## src/rtl/fcb_csr_regfile.sv

```systemverilog
// CSR bank behind the FCB APB slave front-end: control/status/scratch/ID
// registers plus the window-write engine that masks further writes while a window is held.
module fcb_csr_regfile #(
  parameter logic [31:0] ID_VALUE = 32'hFCB0_0001,
  parameter logic [7:0]  WAIT_RST = 8'd3
) (
  input  logic        FCB_CLK,
  input  logic        FCB_RST,
  input  logic [66:0] APBS_CSR_wdata,
  output logic [31:0] CSR_APBS_prdata,
  output logic        CFG_APBS_fmask_win_write_operation,
  output logic        CSR_WIN_wr_valid,
  output logic [31:0] CSR_WIN_wr_data
);

  localparam logic [5:0] IDX_CTRL    = 6'd0;
  localparam logic [5:0] IDX_STATUS  = 6'd1;
  localparam logic [5:0] IDX_SCRATCH = 6'd2;
  localparam logic [5:0] IDX_WIN     = 6'd3;
  localparam logic [5:0] IDX_ID      = 6'd4;

  typedef enum logic [1:0] {
    ST_IDLE = 2'd0,
    ST_HOLD = 2'd1,
    ST_DONE = 2'd2
  } win_state_e;

  logic        psel_s;
  logic        pwrite_s;
  logic        penable_s;
  logic [31:0] paddr_s;
  logic [31:0] pwdata_s;
  logic [5:0]  idx_s;
  logic        wr_acc_s;
  logic        ctrl_hit_s;
  logic        scratch_hit_s;
  logic        win_hit_s;
  logic        err_hit_s;
  logic        cnt_clr_s;
  logic        win_start_s;
  logic        win_busy_s;
  logic [31:0] prdata_s;
  logic        unused_s;

  logic        win_en_r;
  logic [7:0]  win_wait_r;
  logic [31:0] scratch_r;
  logic        wr_err_r;
  logic [15:0] wr_count_r;
  win_state_e  state_r;
  logic [7:0]  cnt_r;
  logic        fmask_r;
  logic        wr_valid_r;
  logic [31:0] wr_data_r;

  assign psel_s    = APBS_CSR_wdata[66];
  assign pwrite_s  = APBS_CSR_wdata[65];
  assign penable_s = APBS_CSR_wdata[64];
  assign paddr_s   = APBS_CSR_wdata[63:32];
  assign pwdata_s  = APBS_CSR_wdata[31:0];
  assign idx_s     = paddr_s[7:2];
  assign unused_s  = ^{paddr_s[31:8], paddr_s[1:0]};

  // The mask itself blocks acceptance, so no write can land while a window is held.
  assign wr_acc_s    = psel_s & penable_s & pwrite_s & ~fmask_r;
  assign cnt_clr_s   = ctrl_hit_s & pwdata_s[1];
  assign win_start_s = win_hit_s & (state_r != ST_HOLD);
  assign win_busy_s  = (state_r == ST_HOLD);

  // Write decode: which register an accepted write targets, or whether it is an error.
  always_comb begin
    ctrl_hit_s    = 1'b0;
    scratch_hit_s = 1'b0;
    win_hit_s     = 1'b0;
    err_hit_s     = 1'b0;
    if (wr_acc_s) begin
      case (idx_s)
        IDX_CTRL:    ctrl_hit_s    = 1'b1;
        IDX_SCRATCH: scratch_hit_s = 1'b1;
        IDX_WIN: begin
          if (win_en_r) begin
            win_hit_s = 1'b1;
          end else begin
            err_hit_s = 1'b1;
          end
        end
        default:     err_hit_s     = 1'b1;
      endcase
    end else begin
      err_hit_s = 1'b0;
    end
  end

  // Read mux over current register values; deselected or unmapped reads return zero.
  always_comb begin
    prdata_s = 32'h0000_0000;
    if (psel_s) begin
      case (idx_s)
        IDX_CTRL:    prdata_s = {16'h0000, win_wait_r, 7'h00, win_en_r};
        IDX_STATUS:  prdata_s = {wr_count_r, 14'h0000, wr_err_r, win_busy_s};
        IDX_SCRATCH: prdata_s = scratch_r;
        IDX_ID:      prdata_s = ID_VALUE;
        default:     prdata_s = 32'h0000_0000;
      endcase
    end else begin
      prdata_s = 32'h0000_0000;
    end
  end

  // Control, scratch and write-statistics registers.
  always_ff @(posedge FCB_CLK) begin
    if (FCB_RST) begin
      win_en_r   <= 1'b0;
      win_wait_r <= WAIT_RST;
      scratch_r  <= 32'h0000_0000;
      wr_err_r   <= 1'b0;
      wr_count_r <= 16'h0000;
    end else begin
      if (ctrl_hit_s) begin
        win_en_r   <= pwdata_s[0];
        win_wait_r <= pwdata_s[15:8];
      end
      if (scratch_hit_s) begin
        scratch_r <= pwdata_s;
      end
      // A clearing write beats both the increment and a coincident error.
      if (cnt_clr_s) begin
        wr_count_r <= 16'h0000;
        wr_err_r   <= 1'b0;
      end else begin
        if (wr_acc_s && (wr_count_r != 16'hFFFF)) begin
          wr_count_r <= wr_count_r + 16'd1;
        end
        if (err_hit_s) begin
          wr_err_r <= 1'b1;
        end
      end
    end
  end

  // Window-write engine: HOLD for win_wait+1 cycles, then a one-cycle DONE pulse.
  always_ff @(posedge FCB_CLK) begin
    if (FCB_RST) begin
      state_r    <= ST_IDLE;
      cnt_r      <= 8'd0;
      fmask_r    <= 1'b0;
      wr_valid_r <= 1'b0;
      wr_data_r  <= 32'h0000_0000;
    end else begin
      case (state_r)
        ST_IDLE, ST_DONE: begin
          wr_valid_r <= 1'b0;
          if (win_start_s) begin
            state_r   <= ST_HOLD;
            cnt_r     <= win_wait_r;
            wr_data_r <= pwdata_s;
            fmask_r   <= 1'b1;
          end else begin
            state_r <= ST_IDLE;
            fmask_r <= 1'b0;
          end
        end
        ST_HOLD: begin
          if (cnt_r == 8'd0) begin
            state_r    <= ST_DONE;
            fmask_r    <= 1'b0;
            wr_valid_r <= 1'b1;
          end else begin
            cnt_r   <= cnt_r - 8'd1;
            fmask_r <= 1'b1;
          end
        end
        default: begin
          state_r    <= ST_IDLE;
          fmask_r    <= 1'b0;
          wr_valid_r <= 1'b0;
        end
      endcase
    end
  end

  assign CSR_APBS_prdata                    = prdata_s;
  assign CFG_APBS_fmask_win_write_operation = fmask_r;
  assign CSR_WIN_wr_valid                   = wr_valid_r;
  assign CSR_WIN_wr_data                    = wr_data_r;

endmodule

```

## config.mk

```make
export PLATFORM = sky130hd
export DESIGN_NAME = fcb_csr_regfile
export DESIGN_NICKNAME = d
export VERILOG_FILES = /design/src/rtl/fcb_csr_regfile.sv
export SDC_FILE = /design/constraint.sdc
export NUM_CORES = 1
export LEC_CHECK = 0
export ABC_AREA = 1
export BUFFER_PORTS_ARGS = -buffer_cell sky130_fd_sc_hd__buf_2
export CORE_UTILIZATION = 52
export DETAILED_ROUTE_END_ITERATION = 7
export PLACE_DENSITY_LB_ADDON = 0.15
export REMOVE_ABC_BUFFERS = 1
export SYNTH_ARGS = -nofsm -noshare
export SYNTH_HDL_FRONTEND = slang
export SYNTH_SLANG_ARGS = --single-unit
```

## constraint.sdc

```tcl
create_clock -name FCB_CLK -period 1.8 [get_ports FCB_CLK]
set_input_delay 0.09 -clock FCB_CLK [delete_from_list [all_inputs] [get_ports FCB_CLK]]
set_output_delay 0.09 -clock FCB_CLK [all_outputs]
set_load 0.05 [all_outputs]
```

---- After elaboration in Yosys (flattened, before gate mapping) ----
Cells that the tools add are included.
storage, ports and cells
  flip-flop bits (word level) ............. 102
cells by class
  eq/ne operators ......................... 11
  muxes and demuxes ....................... 21
  bitwise operators ....................... 7
  add/sub/neg operators ................... 2
  reduce and logical (&&, ||, !) cells .... 11
operators by type and width
  kind                   number
  $pmux 32 s4            1
  $mux 32                1
  $add 16x1->16 const B  1
  $mux 8                 2
  $ne 16x16->1 const B   1
  $pmux 8 s2             1
  $eq 6x2->1 const B     2
  $mux 1                 12
  $logic_not 8->1        1
  $reduce_or 2->1        4
  $sub 8x1->8 const B    1
  $eq 6x1->1 const B     1
  $eq 6x3->1 const B     1
  $logic_not 6->1        1
  $and 1x1->1            5
  $ne 2x1->1 const B     2
  $ne 2x2->1 const B     2
  $pmux 1 s2             2
  $pmux 2 s2             1
  $reduce_and 3->1       1
  $eq 2x1->1 const B     1
  $eq 2x2->1 const B     1
  $logic_not 2->1        1
  $mux 2                 1
  4 further kinds        5

---- Depth between registers and ports, before layout ----
Gate-level depths: netlist of the first run.
  word-level depth ........................ 7
  mapped depth ............................ 10
  mapped depth without buffers ............ 9

---- Least setup slack after synthesis of the first run ----
No wires, ideal clock.
  path kind ............................... input to output
  start ................................... input APBS_CSR_wdata[39]
  end ..................................... output CSR_APBS_prdata[16]
  setup slack ............................. 38 ps
  arrival time ............................ 1672 ps
  cell stages on the path ................. 6
  data required time ...................... 1710 ps
  cells stage by stage .................... nor2_2 nand2_4 nor3_4 buf_2 nand2_1 a21oi_1
on the way
  longest elaborated chain between the ends .. 3
  elaborated cells on any way between the ends .. 6
ends and longest elaborated chain
  element                                   RTL line  text
  start: declaration                        9         input logic [66:0] APBS_CSR_wdata,
  $eq 6x3->1, or another cell as far along  98        case (idx_s)
  $pmux 32 s4 *                             98
  $mux 32 *                                 97        if (psel_s) begin
  end: declaration                          10        output logic [31:0] CSR_APBS_prdata,
Every way passes the cells marked *; elsewhere a longest branch is shown, timed or not.

---- Worst setup path after layout of the first run ----
  start ................................... register fmask_r, in the netlist CFG_APBS_fmask_win_write_operation
  end ..................................... register cnt_r[2]
on the way
  longest elaborated chain between the ends .. 6
ends and longest elaborated chain
  element                     RTL line  text
  start: declaration          52        logic fmask_r;
  start signal: assignment    146       fmask_r <= 1'b0;
  start signal: assignment    157       fmask_r <= 1'b1;
  start signal: assignment    160       fmask_r <= 1'b0;
  $not 1->1                   65        assign wr_acc_s = psel_s & penable_s & pwrite_s & ~fmask_r;
  $and 1x1->1                 65
  $mux 1                      76        if (wr_acc_s) begin
  $and 1x1->1                 67        assign win_start_s = win_hit_s & (state_r != ST_HOLD);
  $ne 2x2->1 (no line)        n/a
  $reduce_and 3->1 (no line)  n/a
  end signal: assignment      155       cnt_r <= win_wait_r;
  end signal: assignment      169       cnt_r <= cnt_r - 8'd1;
  end: declaration            51        logic [7:0] cnt_r;
No other way between the ends.
A chain may end at the register's enable or synchronous reset.

==> metrics.txt, run 1 <==
Die Wd 98.3 um; CP peak stage delay 330 ps; Reg area 0.00204 sq mm; Area after DPL 0.00544 sq mm; met1 Use GR 0.348; worst hold slack 5.34 ps; share of cells above drive strength 1 0.187; Startpoint Class flip-flop; antenna violations before repair 0; Fin. Hold Viols 0; Die Y 98.3 um; first-pass GRT wire length 21600 um; Core Footprint 0.00885 sq mm; multi-input combinational cell area 0.00241 sq mm; IO Pins 135; initial drt markers 268; library cells used by synthesis 31; worst endpoint required time 2070 ps; VDD IR max 0.405 mV; PortBufs 108; slew margin rel. 0.605; row cnt 34; syn_area_per_cell 6.66 sq um; Inst Count DP 921; Worst Path Max Fanout 13; H-tree levels 3; largest delay contributor family on the critical path simple AND/OR/NAND/NOR gates; Top FF cell, synth dfxtp_1; detailed-route vias per instance 5.22; WL/cell 13.4 um; root buffer cell clkbuf_8; RSZ-0062 raised after global routing true; sequential share of the synthesized area 0.424; met2 Track Usage GR 0.482; ys async rst share 0; Core Util, Final 0.673; Max Slew Vio Count 0; Crit. End Element flip-flop; Fillers 784; GP Congestion 0.862; commonest non-fill, non-tap cell in the layout nor2_1; Clock Sinks 102; r2r setup slk 60 ps; register bit count reported by yosys 102; setup violators final 0; final worst path period need 1740 ps; status finished, violations left; EDFF count, synth 0; Skew-Pair Late Insertion Delay 370 ps; dpl hpwl 8830 um; Worst Max-Slew Pin Slew 592 ps; Layout Area Growth over Synthesis 23.5%; GRT Util Overall 0.277; depth of the most critical reg-to-reg path 8; Num CTS Buffers 9; max_cap viols 0; vias in the first global route 4717; GR peak layer met2; TritonCTS clock tree yes; post-layout net count 927; worst path buffer plus inverter count 2; vias 5062; design area 0.00595 sq mm; reg2reg start CFG_APBS_fmask_win_write_operation$_SDFF_PP0_; die area 0.00966 sq mm; crit path kind reg -> reg; Detail Route Antenna Nets 0; Worst path depth 8; period utilization 0.968; final cell count without fillers 969; worst reg2reg path endpoint cnt_r[2]$_SDFFE_PP0P_; Crit. Startpoint CFG_APBS_fmask_win_write_operation$_SDFF_PP0_; fmax 574 MHz; Final Skew 11.6 ps; Post-Syn Instances 724; synth warn 0; Power Density 660 mW/mm^2; grt total ovfl 0; most frequent cells in the layout nor2_1, nand2_1, buf_2, dfxtp_1, o21ai_0; CP Cell Sequence inv_1 > nand4_2 > nor2_1 > nand2_2 > nand2_1 > inv_1 > nor2_1 > nor2_1; Worst Path Arrival 2010 ps; Min-Delay Path Class in -> reg; Max Root-Sink Buffers 2; Initial Util 0.545; routed wire length 13000 um; met3 Use GR 0.0444; CP max stage cell dfxtp_1; Synth Cell Area 0.00482 sq mm; Worst Hold Depth 3; Initial DRT Pass Iterations 8; Worst-path clk slew 100 ps; drc violations 5; largest net degree at the start of global routing 42; setup tns final 0 ps; end point of the critical path cnt_r[2]$_SDFFE_PP0P_; Setup Buffers After CTS 0; leak pwr 0.00282 uW; most used cell, CP nor2_1; failing checks design-rule violations
[cell families (layout without fill, tap and decap cells)]
logic type | count (synthesis) | count (layout) | share of synthesized area
AO/OA/AOI/OAI | 119 | 119 | 0.131
XOR/XNOR | 6 | 6 | 0.0109
adder cells (fa/ha/maj) | 3 | 3 | 0.00779
buffers and inverters | 85 | 221 | 0.0774
other | 0 | 1 | 0
flip-flops | 102 | 102 | 0.424
AND/OR/NAND/NOR | 409 | 409 | 0.349
[what timing repair did]
action / in CTS / in global routing
endpoints found under the hold margin: 50 / 0
hold buffers: 31 / 0
endpoints found under the setup margin: 0 / 51
gates resized for setup: 0 / 4
[power by group]
part	internal [uW]	switching, uW
clock	566	844
combinational	112	140
sequential	2260	3.48
[synthesized netlist by cell type, types with 7 or more instances]
cell type    n  area (sq um)
nor2_1     204           766
nand2_1    150           563
dfxtp_1    102          2040
o21ai_0     77           385
inv_1       48           180
nand3_1     31           155
a21oi_1     28           140
clkbuf_1    13          48.8
buf_2       10          50.1
a22oi_1      8          60.1
buf_4        7          52.6
nand4_1      7          43.8
[per-stage QoR]
stage / setup WS [ps] / total power, uW
after floorplan: -11.4 / 2400
after global placement: 55.2 / 2510
after detailed placement: 25.2 / 2510
after CTS: 8.69 / 3940
after global routing: -138 / 4060
final: 58.3 / 3930
[layer usage]
metal	routed length, um	up-vias
met5	0	-
li1	-	2547
met1	5500	2319
met2	6410	172
met3	804	24
met4	269	0
[worst reg2reg max path: cells and delay by family (launching register included)]
kind                   cells  cell delay [ps]
buffers and inverters      2              220
DFF                        1              330
and+or+nand+nor            6             1090
[registers in the layout (all words and copies together) (netlist names)]
signal and count:
wr_err_r 1, state_r 2, cnt_r 8, CSR_WIN_wr_data 32, scratch_r 32, win_en_r 1
CFG_APBS_fmask_win_write_operation 1, win_wait_r 8, wr_count_r 16, CSR_WIN_wr_valid 1
[worst min-delay path by stage]
stage                            startpoint                                       endpoint  slack, ps
final                     APBS_CSR_wdata[1]                      scratch_r[1]$_SDFFE_PP0P_          5
after global routing      APBS_CSR_wdata[1]                      scratch_r[1]$_SDFFE_PP0P_          4
after CTS                 APBS_CSR_wdata[1]                      scratch_r[1]$_SDFFE_PP0P_          3
after detailed placement            FCB_RST                        state_r[0]$_SDFFE_PP0P_        310
after global placement              FCB_RST  CFG_APBS_fmask_win_write_operation$_SDFF_PP0_        300
after floorplan                     FCB_RST  CFG_APBS_fmask_win_write_operation$_SDFF_PP0_        160
[layout make-up]
class,count,area share
Multi-Input combinational cell,537,0.405
Sequential cell,102,0.343
Timing Repair Buffer,154,0.164
Inverter,51,0.0324
Clock buffer,10,0.0231
Tap cell,108,0.0227
Clock inverter,6,0.00883
Antenna cell,1,0.000421
Note: power is estimated with default switching activity, not from simulation.
==> inputs of run 2 (changes only) <==
--- a/config.mk
+++ b/config.mk
@@ -5,7 +5,6 @@
 export SDC_FILE = /design/constraint.sdc
 export NUM_CORES = 1
 export LEC_CHECK = 0
-export ABC_AREA = 1
 export BUFFER_PORTS_ARGS = -buffer_cell sky130_fd_sc_hd__buf_2
 export CORE_UTILIZATION = 52
 export DETAILED_ROUTE_END_ITERATION = 7
==> metrics.txt, run 2 <==
status finished clean; final setup margin 18.3 ps (-40.0 ps); register bit count reported by yosys 102 (unchanged); Detail Route Antenna Nets 0 (unchanged); period utilization 0.990 (+0.0222); ys async rst share 0 (unchanged); share of cells above drive strength 1 0.245 (+0.0573); drc violations 0 (-5); top post-synthesis cells by count nand2_1, a21oi_1, dfxtp_1; fmax 561 MHz (-2.2%); Die Y 96.6 um (-1.7%); met2 Track Usage GR 0.507 (+0.0249); crit path kind in -> out; Hold Crit Start FCB_RST; design area 0.00625 sq mm (+5.1%); Fin. Hold Viols 0 (unchanged); row cnt 34 (unchanged); most frequent cells in the layout nand2_1, a21oi_1, dfxtp_1, buf_2, buf_4; Worst Hold Depth 2 (-1); r2r setup slk 110 ps (+50 ps); Skew-Pair Late Insertion Delay 380 ps (about the same); setup violators final 0 (unchanged); synth warn 0 (unchanged); Synth Cell Area 0.00465 sq mm (-3.5%); H-tree levels 3 (unchanged); antenna violations before repair 0 (unchanged); sequential share of the synthesized area 0.439 (+0.0154); Max Root-Sink Buffers 2 (unchanged); syn_area_per_cell 7.55 sq um (+13%); leak pwr 0.00235 uW (-17%); n_diodes 0 (-1); count leader, synth nand2_1; vias 5084 (+0.43%); Initial Util 0.536 (-0.00879); Worst-path clk slew 100 ps (about the same); post-layout net count 844 (-9.0%); vias in the first global route 4611 (-2.2%); depth of the most critical reg-to-reg path 4 (-4); CP Cell Sequence buf_2 > or4_4 > nor3b_4 > buf_12 > a22oi_1 > a21oi_1 > buf_4; Core Footprint 0.00868 sq mm (-1.9%); max_cap viols 0 (unchanged); GP Congestion 0.915 (+6.1%); Worst Max-Slew Pin Slew 513 ps (-79.1 ps); Worst Hold Path EP win_en_r$_SDFFE_PP0N_; Top FF cell, synth dfxtp_1; VDD IR max 0.490 mV (+21%); Worst Path Max Fanout 18 (+5); Startpoint Class input pin; GRT Util Overall 0.298 (+0.0205); worst endpoint required time 1710 ps (-360 ps); TritonCTS clock tree yes; final worst path period need 1780 ps (+40.0 ps); Layout Area Growth over Synthesis 34.5%; reg2reg start CFG_APBS_fmask_win_write_operation$_SDFF_PP0_; root buffer cell clkbuf_8; detailed-route vias per instance 5.74 (+10%); met1 Use GR 0.366 (+0.0187); WL/cell 15.9 um (+19%); largest net degree at the start of global routing 35 (-17%); met3 Use GR 0.0540 (+0.00961); PortBufs 108 (unchanged); Max Slew Vio Count 0 (unchanged); top cells by area, synth dfxtp_1, nand2_1, a21oi_1, a22oi_1, clkbuf_1; EDFF count, synth 0 (unchanged); Die Wd 96.6 um (-1.7%); IO Pins 135 (unchanged); worst reg2reg path endpoint wr_count_r[11]$_SDFFE_PP0P_; commonest non-fill, non-tap cell in the layout nand2_1; routed wire length 14100 um (+8.3%); Crit. End Element output port; Worst Path Arrival 1690 ps (-320 ps); Post-Syn Instances 616 (-15%); dpl hpwl 9380 um (+6.2%); slew margin rel. 0.655 (+0.0502); die area 0.00932 sq mm (-3.4%); DP Worst Slack -148 ps (-173 ps); GR peak layer met2; Yosys top cell area share 0.439 (+0.0154); Area after DPL 0.00560 sq mm (+3.0%); area leader, netlist dfxtp_1; first-pass GRT wire length 21300 um (-1.3%); Final Skew 12.2 ps (+0.583 ps); library cells used by synthesis 44 (+42%); CP max stage cell or4_4; CP peak stage delay 560 ps (+230 ps); initial drt markers 294 (+9.7%); Initial DRT Pass Iterations 5 (-3); Clock Sinks 102 (unchanged); Min-Delay Path Class in -> reg; grt total ovfl 0 (unchanged); Num CTS Buffers 9 (unchanged); Power Density 644 mW/mm^2 (-2.3%)
==> run 2: changes by cell type in the layout (fill, tap and decap cells not counted), sizes merged, moves of 8 or more <==
cell / before / now
nor3: 2 / 12
a22oi: 8 / 26
nor4: 0 / 8
nor2: 211 / 32
and3: 0 / 9
a21oi: 28 / 104
o21ai: 83 / 7
inv: 53 / 8
buf: 123 / 156
==> run 2: area by class of cell <==
cell class	count	area [sq um]
fill	691	2420
sequential	102	2040
clock inverter	6	75.1
clock buffer	10	128
inverter	5	18.8
tap	108	135
multi-input combinational	460	2430
timing repair buffer	194	1420
==> run 2: how the worst max path moves through the flow <==
stage / from / end / slack [ps]
after global placement: APBS_CSR_wdata[37] / cnt_r[1]$_SDFFE_PP0P_ / -90
after detailed placement: APBS_CSR_wdata[37] / cnt_r[3]$_SDFFE_PP0P_ / -150
after floorplan: APBS_CSR_wdata[37] / CSR_APBS_prdata[0] / -710
final: APBS_CSR_wdata[37] / CSR_APBS_prdata[30] / 20
after CTS: APBS_CSR_wdata[37] / CSR_APBS_prdata[1] / 20
after global routing: APBS_CSR_wdata[37] / CSR_APBS_prdata[29] / -20
==> run 2: cell families after synthesis <==
| logic type | after synthesis | synth area share |
|---|---|---|
| simple gates | 290 | 0.290 |
| compound gates | 163 | 0.206 |
| flops | 102 | 0.439 |
| buf+inv | 54 | 0.0479 |
| mux | 4 | 0.00861 |
| fa+ha+maj | 3 | 0.00807 |
==> run 2: power breakdown <==
group	switching (uW)	internal (uW)
Sequential	2.26	2260
Clock	846	666
Combinational	132	126
Total	980	3050
==> run 2: what timing repair did <==
item | 4_1_cts | 5_1_grt
hold endpoints to repair | 73 | 0
hold buffers | 32 | 0
endpoints found under the setup margin | 26 | 31
buffers inserted | 0 | 1
pin swaps | 2 | 2
resized for setup | 22 | 22
==> run 2: through the flow <==
stage	power [uW]	hold WS, ps	std cells	setup TNS, ps	utilization
CTS	4040	98.1	884	0	0.713
finish	4030	115	885	0	0.721
detailed placement	2500	350	836	-5140	0.645
global placement	2500	346	836	-3200	0.645
global route	4160	136	885	-101	0.721
floorplan	2350	159	567	-42470	-
==> run 2: per-layer routing <==
metal,wire (um),vias up
met5,0,-
met4,352,0
met3,859,38
met2,7210,211
met1,5640,2367
li1,-,2468
==> run 2: worst max-delay path, delay by kind of cell <==
family          cells  cell delay, ps
simple gates        2             800
buf+inv             3             510
compound gates      2             280
==> inputs of run 3 (changes only) <==
--- a/config.mk
+++ b/config.mk
@@ -6,7 +6,7 @@
 export NUM_CORES = 1
 export LEC_CHECK = 0
 export BUFFER_PORTS_ARGS = -buffer_cell sky130_fd_sc_hd__buf_2
-export CORE_UTILIZATION = 52
+export CORE_UTILIZATION = 24
 export DETAILED_ROUTE_END_ITERATION = 7
 export PLACE_DENSITY_LB_ADDON = 0.15
 export REMOVE_ABC_BUFFERS = 1
==> metrics.txt, run 3 (synthesis gave the netlist of run 2 again) <==
max_cap viols 0 (unchanged); VDD IR max 0.461 mV (-5.8%); Detail Route Antenna Nets 0 (unchanged); Final Skew 4.41 ps (-7.77 ps); grt total ovfl 0 (unchanged); Die Wd 141 um (+46%); root buffer cell clkbuf_16; TritonCTS clock tree yes; Initial DRT Pass Iterations 4 (-1); detailed-route vias per instance 4.80 (-16%); slew margin rel. 0.597 (-0.0583); most frequent cells in the layout nand2_1, dfxtp_1, a21oi_1, buf_2, buf_4; Worst path depth 8 (+1); Power Density 673 mW/mm^2 (+4.5%); antenna violations before repair 2 (+2); worst endpoint required time 1710 ps (about the same); crit path kind in -> out; reg2reg start wr_count_r[11]$_SDFFE_PP0P_; initial drt markers 287 (-2.4%); Min-Delay Path Class in -> reg; Clock Sinks 102 (unchanged); Worst Max-Slew Pin Slew 599 ps (+86.7 ps); GP Congestion 0.862 (-5.7%); RSZ-0062 raised after global routing true; Fin. Hold Viols 0 (unchanged); drc violations 0 (unchanged); status finished clean; GRT Util Overall 0.169 (-0.129); most used cell, CP buf_6; Initial Util 0.247 (-0.289); Worst-path clk slew 60 ps (-40 ps); worst path buffer plus inverter count 4 (+1); first-pass GRT wire length 26200 um (+23%); WL/cell 15.9 um (+0.10%); Startpoint Class input pin; PortBufs 108 (unchanged); Layout Area Growth over Synthesis 44.7%; Hold Crit Start APBS_CSR_wdata[10]; routed wire length 16600 um (+18%); Crit. End Element output port; row cnt 50 (+47%); largest delay contributor family on the critical path simple AND/OR/NAND/NOR gates; Skew-Pair Late Insertion Delay 350 ps (-30 ps); period utilization 0.997 (+0.00701); Num CTS Buffers 9 (unchanged); CP max stage cell or4_4; setup tns final 0 ps (unchanged); final worst path period need 1790 ps (+12.6 ps); fmax 557 MHz (-0.70%); dpl hpwl 11700 um (+24%); Worst Path Arrival 1700 ps (about the same); commonest non-fill, non-tap cell in the layout nand2_1; Max Root-Sink Buffers 2 (unchanged); CP Cell Sequence buf_2 > or4_4 > nor3b_4 > buf_6 > buf_6 > a22oi_1 > a21oi_2 > buf_6; Crit. Startpoint APBS_CSR_wdata[38]; largest net degree at the start of global routing 40 (+14%); Core Footprint 0.0188 sq mm (+120%); Die Y 141 um (+46%); share of cells above drive strength 1 0.281 (+0.0364); depth of the most critical reg-to-reg path 4 (unchanged); setup violators final 0 (unchanged); CP peak stage delay 550 ps (about the same); Max Slew Vio Count 0 (unchanged); post-layout net count 851 (+0.83%); Worst Path Max Fanout 8 (-10); Worst Hold Depth 3 (+1); H-tree levels 3 (unchanged); IO Pins 135 (unchanged); Core Util, Final 0.357 (-0.363); leak pwr 0.00245 uW (+4.2%); die area 0.0199 sq mm (+110%); vias in the first global route 4897 (+6.2%); vias 5014 (-1.4%)
[run 3: layout make-up]
type / instances / area [sq um]
Antenna cell: 2 / 5.00
Tap cell: 260 / 325
Inverter: 5 / 18.8
Sequential cell: 102 / 2040
Timing Repair Buffer: 201 / 1530
Multi-Input combinational cell: 460 / 2510
Fill cell: 1981 / 12100
Clock inverter: 4 / 47.5
Clock buffer: 11 / 243
[run 3: worst paths after layout]
check                                                   endpoint  slack, ps
worst min-delay path                  scratch_r[10]$_SDFFE_PP0P_         10
worst max register to register        wr_count_r[6]$_SDFFE_PP0P_         90
worst min register to register  CSR_WIN_wr_data[20]$_SDFFE_PP0P_        450
worst max-delay path                         CSR_APBS_prdata[31]          6
[run 3: report_power, final]
| group | internal, uW | total [uW] | switching [uW] |
|---|---|---|---|
| logic | 128 | 266 | 138 |
| registers | 2260 | 2260 | 2.35 |
| clock network | 1110 | 2000 | 896 |
| total | 3490 | 4530 | 1040 |
[run 3: repair_timing]
item | 4_1_cts | 5_1_grt
hold endpoints to repair | 49 | 0
buffers inserted | 1 | 0
gates cloned | 1 | 0
gates resized for setup | 53 | 35
pin swaps | 5 | 7
setup endpoints to repair | 42 | 37
hold buffers | 27 | 0
[run 3: worst reg2reg max path, delay by kind of cell, from the launching register on]
kind / cells / cell delay, ps
flops: 1 / 420
compound gates: 1 / 60
simple gates: 3 / 1110
[run 3: stage by stage]
stage	cell area, sq um	cells	worst slack [ps]	hold WS (ps)	power [uW]
after global placement	5850	999	-255	347	2520
final	6730	1045	5.68	9.64	4530
after global routing	6720	1043	-52.0	14.9	4700
after CTS	6600	1043	5.82	1.23	4600
after detailed placement	5850	999	-234	350	2520
after floorplan	4450	567	-710	159	2350
[run 3: per-layer routing]
metal | wire, um | up-vias | global-route usage
li1 | - | 2482 | -
met4 | 412 | 0 | 0.0761
met5 | 0 | - | 0
met2 | 8080 | 96 | 0.287
met1 | 7550 | 2411 | 0.209
met3 | 575 | 25 | 0.0302
